## src/rtl/shift_sequencer_pkg.sv

```systemverilog
// shift_sequencer_pkg: shared encodings and helpers for the shift sequencer
package shift_sequencer_pkg;

    localparam int WIDTH      = 8;
    localparam int MAX_AMOUNT = 8;

    localparam logic DIR_LEFT  = 1'b0;
    localparam logic DIR_RIGHT = 1'b1;

    typedef enum logic [1:0] {
        SHIFT_LOGICAL = 2'b00,
        SHIFT_ONES    = 2'b01,
        SHIFT_ROTATE  = 2'b10,
        SHIFT_ARITH   = 2'b11
    } shift_mode_t;

    typedef enum logic [1:0] {
        IDLE  = 2'b00,
        SHIFT = 2'b01,
        DONE  = 2'b10
    } state_t;

    // Shift counts beyond the operand width behave like a full-width shift
    function automatic logic [3:0] sat_amount(input logic [3:0] a);
        return (a > 4'(MAX_AMOUNT)) ? 4'(MAX_AMOUNT) : a;
    endfunction

endpackage

```

## src/rtl/shift_8_bit.sv

```systemverilog
// shift_8_bit: stateless single-step shifter, one position left or right per use
module shift_8_bit (
    input  logic [7:0] d,
    input  logic       select,
    input  logic       shift_in_left,
    input  logic       shift_in_right,
    output logic [7:0] s,
    output logic       bb_left,
    output logic       bb_right
);

    // select=0 moves toward bit 7, select=1 moves toward bit 0
    assign s        = select ? {shift_in_left, d[7:1]} : {d[6:0], shift_in_right};
    assign bb_left  = d[7];
    assign bb_right = d[0];

endmodule

```

## src/rtl/shift_sequencer.sv

```systemverilog
// shift_sequencer: drives the single-step shifter once per clock to build a barrel shift
module shift_sequencer
    import shift_sequencer_pkg::*;
(
    input  logic             clk,
    input  logic             rst_n,
    input  logic             start,
    input  logic [WIDTH-1:0] data_in,
    input  logic             dir,
    input  logic [3:0]       amount,
    input  logic [1:0]       mode,
    output logic             ready,
    output logic             busy,
    output logic             done,
    output logic [WIDTH-1:0] result,
    output logic             carry
);

    state_t           state, next_state;
    shift_mode_t      mode_q;
    logic [WIDTH-1:0] work, shifted;
    logic [3:0]       count;
    logic             dir_q, work_carry, settle, fill, bb_left, bb_right;

    shift_8_bit u_shifter (
        .d              (work),
        .select         (dir_q),
        .shift_in_left  (fill),
        .shift_in_right (fill),
        .s              (shifted),
        .bb_left        (bb_left),
        .bb_right       (bb_right)
    );

    // Fill bit entering the vacated end, chosen by the latched mode and direction
    always_comb begin
        fill = 1'b0;
        case (mode_q)
            SHIFT_ONES:   fill = 1'b1;
            SHIFT_ROTATE: fill = (dir_q == DIR_RIGHT) ? work[0] : work[WIDTH-1];
            SHIFT_ARITH:  fill = (dir_q == DIR_RIGHT) ? work[WIDTH-1] : 1'b0;
            default:      fill = 1'b0;
        endcase
    end

    // State register
    always_ff @(posedge clk) begin
        if (!rst_n) state <= IDLE;
        else        state <= next_state;
    end

    // Next state; DONE spans a commit cycle followed by the done cycle
    always_comb begin
        next_state = state;
        case (state)
            IDLE:    next_state = start ? ((sat_amount(amount) == 4'd0) ? DONE : SHIFT) : IDLE;
            SHIFT:   next_state = (count == 4'd1) ? DONE : SHIFT;
            DONE:    next_state = settle ? DONE : IDLE;
            default: next_state = IDLE;
        endcase
    end

    // Handshake outputs decoded from the state
    always_comb begin
        ready = (state == IDLE);
        busy  = (state == SHIFT);
        done  = (state == DONE) && !settle;
    end

    // Operand capture, per-step shifting and result commit
    always_ff @(posedge clk) begin
        if (!rst_n) begin
            work       <= '0;
            count      <= '0;
            dir_q      <= DIR_LEFT;
            mode_q     <= SHIFT_LOGICAL;
            work_carry <= 1'b0;
            settle     <= 1'b0;
            result     <= '0;
            carry      <= 1'b0;
        end else begin
            settle <= (state != DONE) && (next_state == DONE);
            if (state == IDLE && start) begin
                work       <= data_in;
                count      <= sat_amount(amount);
                dir_q      <= dir;
                mode_q     <= shift_mode_t'(mode);
                work_carry <= 1'b0;
            end
            if (state == SHIFT) begin
                work       <= shifted;
                work_carry <= (dir_q == DIR_LEFT) ? bb_left : bb_right;
                count      <= count - 4'd1;
            end
            if (state == DONE && settle) begin
                result <= work;
                carry  <= work_carry;
            end
        end
    end

endmodule

```

## config.mk

```make
export PLATFORM = sky130hd
export DESIGN_NAME = shift_sequencer
export DESIGN_NICKNAME = d
export VERILOG_FILES = /design/src/rtl/shift_sequencer_pkg.sv /design/src/rtl/shift_8_bit.sv /design/src/rtl/shift_sequencer.sv
export SDC_FILE = /design/constraint.sdc
export NUM_CORES = 1
export LEC_CHECK = 0
export CAP_MARGIN = 40
export CORE_ASPECT_RATIO = 2
export CORE_MARGIN = 2
export CORE_UTILIZATION = 49
export CTS_CLUSTER_SIZE = 24
export DETAILED_ROUTE_END_ITERATION = 12
export PLACE_DENSITY = 0.88
export SLEW_MARGIN = 10
export SYNTH_ARGS = -nofsm -noshare
export SYNTH_HDL_FRONTEND = slang
export SYNTH_SLANG_ARGS = --single-unit
```

## constraint.sdc

```tcl
create_clock -name clk -period 1.6 [get_ports clk]
set_input_delay 0.16 -clock clk [delete_from_list [all_inputs] [get_ports clk]]
set_output_delay 0.16 -clock clk [all_outputs]
set_load 0.05 [all_outputs]
```

# ---- Yosys cells after proc, flatten, opt, wreduce, memory -nomap -nowiden
# Cells that the tools add are included.
dict set report word_totals {
  register_bits 28
  input_bits 18
  output_inout_bits 12
  wordCells 43
}
dict set report op_classes {
  add_sub_neg 1
  order_cmp 1
  n_eq_ne 8
  n_mux 16
  n_reduce_logical 8
}
# operator n
set op_table {}
lappend op_table {{8-bit 2-to-1 mux} 3}
lappend op_table {{4-bit 2-to-1 mux} 3}
lappend op_table {{2-bit equality test (second input constant)} 4}
lappend op_table {{2-bit 2-to-1 mux} 4}
lappend op_table {{2-bit one-hot mux with 3 select lines} 1}
lappend op_table {{2-bit by 1-bit equality test with 1-bit output (second input constant)} 2}
lappend op_table {{4-bit by 1-bit equality test with 1-bit output (second input constant)} 1}
lappend op_table {{4-bit greater-than comparator (second input constant)} 1}
lappend op_table {{1-bit logical AND} 4}
lappend op_table {{4-bit logical NOT} 1}
lappend op_table {{1-bit 2-to-1 mux} 4}
lappend op_table {{4-bit by 1-bit subtractor with 4-bit output (second input constant)} 1}
lappend op_table {{1-bit one-hot mux with 3 select lines} 1}
lappend op_table {{2-bit logical NOT} 1}
lappend op_table {{2-bit != test (second input constant)} 1}
lappend op_table {{2-bit nonzero test} 1}
lappend op_table {{1-bit logical NOT} 1}

# ---- Longest topological paths before layout
# Gate-level depths: netlist of the first run.
dict set report logic_depth {
  depth_word 8
  depth_mapped 5
  depth_no_buf 5
}

# ---- Cells and area by module
# Synthesis of the first run repeated with hierarchy kept, for this count alone.
dict set report unflattened {
  cells_unflattened 160
  hier_area_um2 1432.6
}
# module instances cells_per_inst area_per_inst_um2 seq_area_each_um2
set by_module_without_submodules {}
lappend by_module_without_submodules {shift_sequencer 1 149 1286.2 560.5}
lappend by_module_without_submodules {shift_8_bit 1 11 146.4 0.0}

# ---- Worst setup path after synthesis of the first run
# OpenSTA, ideal clock, no wires.
dict set report synth_timing {
  kind {reg2out}
  startpoint {register state[1]}
  endpoint {output port done}
  arrival_ns 1.762
  t_required_ns 1.440
  path_slack_ns -0.322
  path_stages_with_launch 3
  n_path_buf 1
  cell_sequence {dfxtp_1 clkbuf_1 nor3b_1}
}
dict set report synth_via {
  elab_chain_cells 2
}
# item line_no
set synth_rtl {}
lappend synth_rtl {{start, declared} shift_sequencer.sv:19} ;# state_t state, next_state;
lappend synth_rtl {{start signal, assigned} shift_sequencer.sv:49} ;# else state <= next_state;
lappend synth_rtl {{2-bit equality test} shift_sequencer.sv:67} ;# done = (state == DONE) && !settle;
lappend synth_rtl {{1-bit logical AND} shift_sequencer.sv:67}
lappend synth_rtl {{end, declared} shift_sequencer.sv:14} ;# output logic done,
# Every way passes these cells.

# ---- Worst setup path after layout of the first run
dict set report layout_timing {
  startpoint {register state[1]}
  endpoint {output port busy}
}
dict set report layout_via {
  elab_chain_cells 1
}
# item line_no
set layout_rtl {}
lappend layout_rtl {{2-bit by 1-bit equality test with 1-bit output} shift_sequencer.sv:66} ;# busy = (state == SHIFT);
lappend layout_rtl {{end, declared} shift_sequencer.sv:13} ;# output logic busy,
# Every way passes these cells.

==> reports/metrics.cfg, run 1 <==
[synth]
synthTopCellsByCount=28 x dfxtp_1, 21 x nand2_1, 10 x a21oi_1, 10 x nor2_1
ys.flop_type=dfxtp_1
async_reset_ff_share_pct=0
ys_ff_latch=28
ys_types=37
yosys_warnings=0
ys_seq_area_share_pct=41.0
yosys-top-cells-area=dfxtp_1 41%, mux2i_1 6.6%, mux2_2 5.8%
synth_top_area_share_pct=41.0
syn_nets=180
netlist_area_um2=1370
avgSynthCellArea_um2=8.56
synth_edf_count=0
synth_cells=160
post-synth-top-count-cell=dfxtp_1
synth_area_leader_cell=dfxtp_1

[worst_hold_path]
min_path_type=in -> reg

[setup_path]
critPathLaunchType=flop
rrSetupSlack_ps=180
critPathSlowestCell=dfxtp_2
arrival_ps=1330
crit_family=flip-flops
critPathRequiredTime_ps=1440
path_cells=nand2b_1 -> inv_1 -> buf_4 -> buf_12
slowest_delay_ps=470
end_kind=output port
crit_type=reg -> out
crit_buf_inv=3
path_max_fanout=14

[outcome]
status=completed

[power]
swShare_pct=28.5
p_int_mw=1.19
power.share.combinational_pct=24.6
switchingPower_mw=0.473
power_frac_clock_pct=25.8
leakage_nw=0.807
power_mw=1.66
powerDensity_nw_per_um2=908
ir_worst_vdd_mv=0.702
seqPwrFrac_pct=49.5

[timing]
skew_ps=4.11
worstMarginPinSlew_ps=452
min_period_ps=1490
finalCritPeriodShare_pct=93.2
grt_setup_unrepaired=false
slew_viol_final=0
relSlewSlack_pct=69.8
fmax_mhz=670
finalHoldViolCount=0
setup-violations-final=0

[global_routing]
grt_max_degree=16
grt_usage_pct=24.0
globalRouteOverflowTotal=0
grt_pass1_wl_um=5510
antenna_found_initial=0
grt_pass1_vias=1271

[detailed_routing]
drt_pass1_iterations=4
vias=1291
drt_iter0_drc=44
wire_per_inst_um=14.8
postRouteAntennaNets=0
wirelength_um=3350
vias_per_cell=5.71
drc=0

[die]
fp.dieW_um=41.4
ios=30
fp-row-count=27
fp.dieArea_um2=3260
start_util_pct=50.6
die_h_um=78.7
core_area_um2=2700

[cells_and_area]
area_growth_pct=33.7
nets=218
fin_area_um2=1830
antenna_cells=0
drive_gt1_share_pct=22.8

[clock_network]
cts.sinks=28
root_buffer=clkbuf_8
clk_pin_slew_ps=90
clk_path_buf_depth=2
clock_latency_ps=270
h-tree-depth=1
postCtsHoldBufs=0
cts_tree=yes
cts-buffers-inserted=3

[placement]
place_area_um2=1770
io_buffers=29
dp_hpwl_um=2560
gp_congestion=0.810

[job]
max_cap_viol_count=0

==> cells by family (layout without fill, tap and decap cells) <==
| logic type | Yosys count | count (layout) | synth area share [%] |
|---|---|---|---|
| AO/OA/AOI/OAI | 38 | 38 | 17.4 |
| adder cells (fa/ha/maj) | 2 | 2 | 1.83 |
| flip-flops | 28 | 28 | 41.0 |
| buffers and inverters | 17 | 54 | 5.03 |
| AND/OR/NAND/NOR | 59 | 59 | 22.5 |
| multiplexers | 16 | 16 | 12.3 |
==> per-stage QoR <==
step	setup TNS, ps	instances	utilization, %	setup WS (ps)	hold WS [ps]
6_report	0	226	67.7	109	431
5_1_grt	0	226	67.7	44.3	453
4_1_cts	0	226	67.6	107	436
3_5_place_dp	-179	222	65.5	-114	467
3_3_place_gp	-94.4	222	65.5	-84.8	465
2_1_floorplan	0	160	-	165	296
==> routing by layer <==
metal  share of wire [%]  global-route usage (%)  wire (um)
met5                   0                       0          0
met4                 1.5                    8.39         51
met3                 4.4                    3.91        148
met2                  57                    43.0       1900
met1                  37                    25.7       1250
==> final timing paths <==
| path | start | endpoint | depth (start not counted) |
|---|---|---|---|
| max | state[1] | busy | 4 |
| min | dir | dir_q | 3 |
| max reg2reg | count[0] | count[3] | 4 |
| min reg2reg | result[6] | result[6] | 2 |
==> layout make-up <==
cell class | instances | area [um^2]
Timing Repair Buffer | 43 | 403
Clock buffer | 4 | 55.1
Sequential cell | 28 | 563
Multi-Input combinational cell | 115 | 747
Fill cell | 226 | 872
Inverter | 7 | 26.3
Tap cell | 29 | 36.3
==> layout by cell type (no fill, tap or decap), types with 2 or more instances in the layout <==
master	instances
a21oi_1	10
a31oi_1	8
buf_12	3
buf_4	23
clkbuf_8	4
clkdlybuf4s50_1	17
dfxtp_1	26
dfxtp_2	2
ha_1	2
inv_1	6
mux2_2	7
mux2i_1	9
nand2_1	21
nand2b_1	6
nand3_1	4
nand3b_1	4
nor2_1	10
nor2b_1	2
o21ai_0	9
or3_1	3
==> registers in the layout, indices dropped and copies added (netlist names) <==
register,cells
result,8
work,8
count,4
mode_q,2
state,2
carry,1
dir_q,1
settle,1
work_carry,1
==> what timing repair did <==
item,CTS,global route
endpoints found under the hold margin,0,0
buffers inserted,0,0
gates resized for setup,2,1
setup endpoints to repair,1,1
==> power by group through the flow <==
stage | sequential [mW] | combinational (mW) | clock, mW
finish | 0.823 | 0.409 | 0.429
CTS | 0.820 | 0.407 | 0.430
global route | 0.832 | 0.446 | 0.464
global placement | 0.832 | 0.388 | 0
floorplan | 0.801 | 0.253 | 0
detailed placement | 0.836 | 0.402 | 0
==> worst min-delay path: cells and delay by family <==
family	cells	cell delay (ps)
AND/OR/NAND/NOR	1	50
buffers and inverters	1	400
AO/OA/AOI/OAI	1	50
(Power assumes the default switching activity.)
==> inputs of run 2 (changes only) <==
--- a/config.mk
+++ b/config.mk
@@ -5,13 +5,12 @@
 export SDC_FILE = /design/constraint.sdc
 export NUM_CORES = 1
 export LEC_CHECK = 0
-export CAP_MARGIN = 40
-export CORE_ASPECT_RATIO = 2
 export CORE_MARGIN = 2
-export CORE_UTILIZATION = 49
+export CORE_UTILIZATION = 61
 export CTS_CLUSTER_SIZE = 24
 export DETAILED_ROUTE_END_ITERATION = 12
-export PLACE_DENSITY = 0.88
+export DONT_BUFFER_PORTS = 1
+export PLACE_DENSITY = 0.87
 export SLEW_MARGIN = 10
 export SYNTH_ARGS = -nofsm -noshare
 export SYNTH_HDL_FRONTEND = slang
==> run 2 against run 1 <==
  * Non-clock buffer count shrank 12
  * Clock power grew 6.8%
  * Sequential power shrank 1%
  * Setup slack lost 10 ps
  * Wire length shrank 5.5%
  * Combinational power shrank 16%
  * Via count shrank 4.6%
  * Design area shrank 8.1%
  * Final cell count shrank 5.8%
  * Hold slack lost 390 ps
  * Total power shrank 2.7%
  * Core utilization grew 9.8 points
  * Highest routed layer unchanged
==> reports/metrics.cfg, run 2 (synthesis results as in run 1) <==
[outcome]
status=completed

[power]
powerDensity_nw_per_um2=961  ; +5.9%
seqPwrFrac_pct=50.3  ; +0.8 points
p_int_mw=1.17  ; -1.9%
power_mw=1.62  ; -2.7%
leakage_nw=0.743  ; -7.9%
ir_worst_vdd_mv=0.686  ; -2.3%
power.share.combinational_pct=21.3  ; -3.3 points
swShare_pct=27.9  ; -0.59 points
power_frac_clock_pct=28.3  ; +2.5 points
switchingPower_mw=0.450  ; -4.8%

[timing]
fin_tns_setup_ps=0  ; unchanged
relSlewSlack_pct=67.7  ; -2.1 points
finalCritPeriodShare_pct=93.9  ; +0.65 points
fmax_mhz=666  ; -0.70%
min_period_ps=1500  ; +10.5 ps
finalHoldViolCount=0  ; unchanged
worstMarginPinSlew_ps=484  ; +32.1 ps
slew_viol_final=0  ; unchanged
layout_setup_ws_ps=98.1  ; -10.5 ps
grt_setup_unrepaired=false
setup-violations-final=0  ; unchanged
skew_ps=9.35  ; +5.25 ps

[setup_path]
critPathRequiredTime_ps=1870  ; +430 ps
cp.depth=5  ; +1
rrSetupSlack_ps=100  ; -80 ps
end_kind=flop
crit_family=simple AND/OR/NAND/NOR gates
rr_worst_depth=5  ; +1
path_max_fanout=3  ; -11
rr_endpoint=settle
timing.critical_path.to=settle
path_cells=inv_1 -> ha_1 -> or3b_2 -> or2_2 -> a21oi_2
reg2reg_from=count[1]
crit_type=reg -> reg
critPathSlowestCell=or3b_2
arrival_ps=1770  ; +440 ps
crit_buf_inv=1  ; -2
slowest_delay_ps=460  ; about the same
worstSetupStartpoint=count[1]
critPathLaunchType=flop

[global_routing]
grt_max_degree=17  ; +1
antenna_found_initial=0  ; unchanged
globalRouteOverflowTotal=0  ; unchanged
grt_usage_pct=25.4  ; +1.4 points
grt_pass1_vias=1150  ; -9.5%
grt_pass1_wl_um=5130  ; -6.9%

[die]
die_h_um=51.4  ; -35%
start_util_pct=63.1  ; +12 points
fp.dieArea_um2=2640  ; -19%
fp.dieW_um=51.4  ; +24%
ios=30  ; unchanged
core_area_um2=2170  ; -20%
fp-row-count=17  ; -37%

[clock_network]
root_buffer=clkbuf_4
post_cts_resized=0  ; -2
h-tree-depth=1  ; unchanged
cts-buffers-inserted=3  ; unchanged
cts.sinks=28  ; unchanged
clk_path_buf_depth=2  ; unchanged
clock_latency_ps=320  ; +50 ps
cts_tree=yes
clk_pin_slew_ps=140  ; +50 ps

[placement]
dp_slack_ps=129  ; +243 ps
dp_hpwl_um=2160  ; -16%
place_area_um2=1510  ; -15%
io_buffers=0  ; -100%
gp_congestion=0.870  ; +7.3%

[detailed_routing]
drt_iter0_drc=31  ; -30%
drt_pass1_iterations=4  ; unchanged
wirelength_um=3160  ; -5.5%
drc=0  ; unchanged
postRouteAntennaNets=0  ; unchanged
vias=1231  ; -4.6%
wire_per_inst_um=14.8  ; +0.30%
vias_per_cell=5.78  ; +1.2%

[worst_hold_path]
hold_path.startpoint=rst_n
min_path_type=in -> reg

[cells_and_area]
final_common_cell=dfxtp_1
nets=206  ; -5.5%
antenna_cells=0  ; unchanged
reg_top3=result x8, work x8, count x4
fin_area_um2=1680  ; -8.1%
mostFrequentLayoutCells=28 x dfxtp_1, 21 x nand2_1, 19 x buf_4
final_util_pct=77.5  ; +9.8 points
area_growth_pct=22.9
drive_gt1_share_pct=19.5  ; -3.4 points

[job]
max_cap_viol_count=0  ; unchanged

## run 2: changes by cell type in the layout (fill, tap and decap cells not counted), sizes merged
cell,before,now
clkbuf,4,3
dlygate4sd3,0,12
buf,26,19
clkdlybuf4s50,17,0
bufinv,0,1
## run 2: how the worst min path moves through the flow
stage | endpoint | slack, ps | cells after the start
after floorplan | mode_q[0] | 300 | 2
after global placement | dir_q | 300 | 2
after detailed placement | dir_q | 300 | 2
after CTS | count[1] | 40 | 3
after global routing | count[1] | 40 | 3
final | count[1] | 50 | 3
## run 2: final cells by class
class	count	area, um^2
clock buffer	3	22.5
tap	28	35.0
multi-input combinational	115	744
fill	151	488
inverter	7	26.3
timing repair buffer	31	263
sequential	28	561
clock inverter	1	30.0
## run 2: what timing repair did
item	CTS	global route
hold endpoints to repair	16	0
hold buffers	12	0
endpoints found under the setup margin	0	0
buffers inserted	0	0
## run 2: worst min-delay path, delay by kind of cell
kind | cells | cell delay, ps
AOI/OAI and AO/OA | 2 | 130
buffers and inverters | 1 | 40
## run 2: power by group through the flow
stage / registers (mW) / clock network, mW / logic, mW
finish: 0.813 / 0.458 / 0.345
global route: 0.823 / 0.485 / 0.379
CTS: 0.812 / 0.465 / 0.343
detailed placement: 0.827 / 0 / 0.313
global placement: 0.821 / 0 / 0.299
floorplan: 0.801 / 0 / 0.253
## run 2: through the flow
step | hold WS, ps | cells
2_1_floorplan | 296 | 160
3_3_place_gp | 301 | 197
3_5_place_dp | 304 | 197
4_1_cts | 37.6 | 213
5_1_grt | 38.0 | 213
6_report | 45.1 | 213
## run 2: layer usage
layer	routed length, um	up-vias	GRT usage, %
met3	137	2	4.09
li1	-	617	-
met2	1650	30	45.5
met1	1360	582	31.8
met5	0	-	0
met4	9	0	5.70
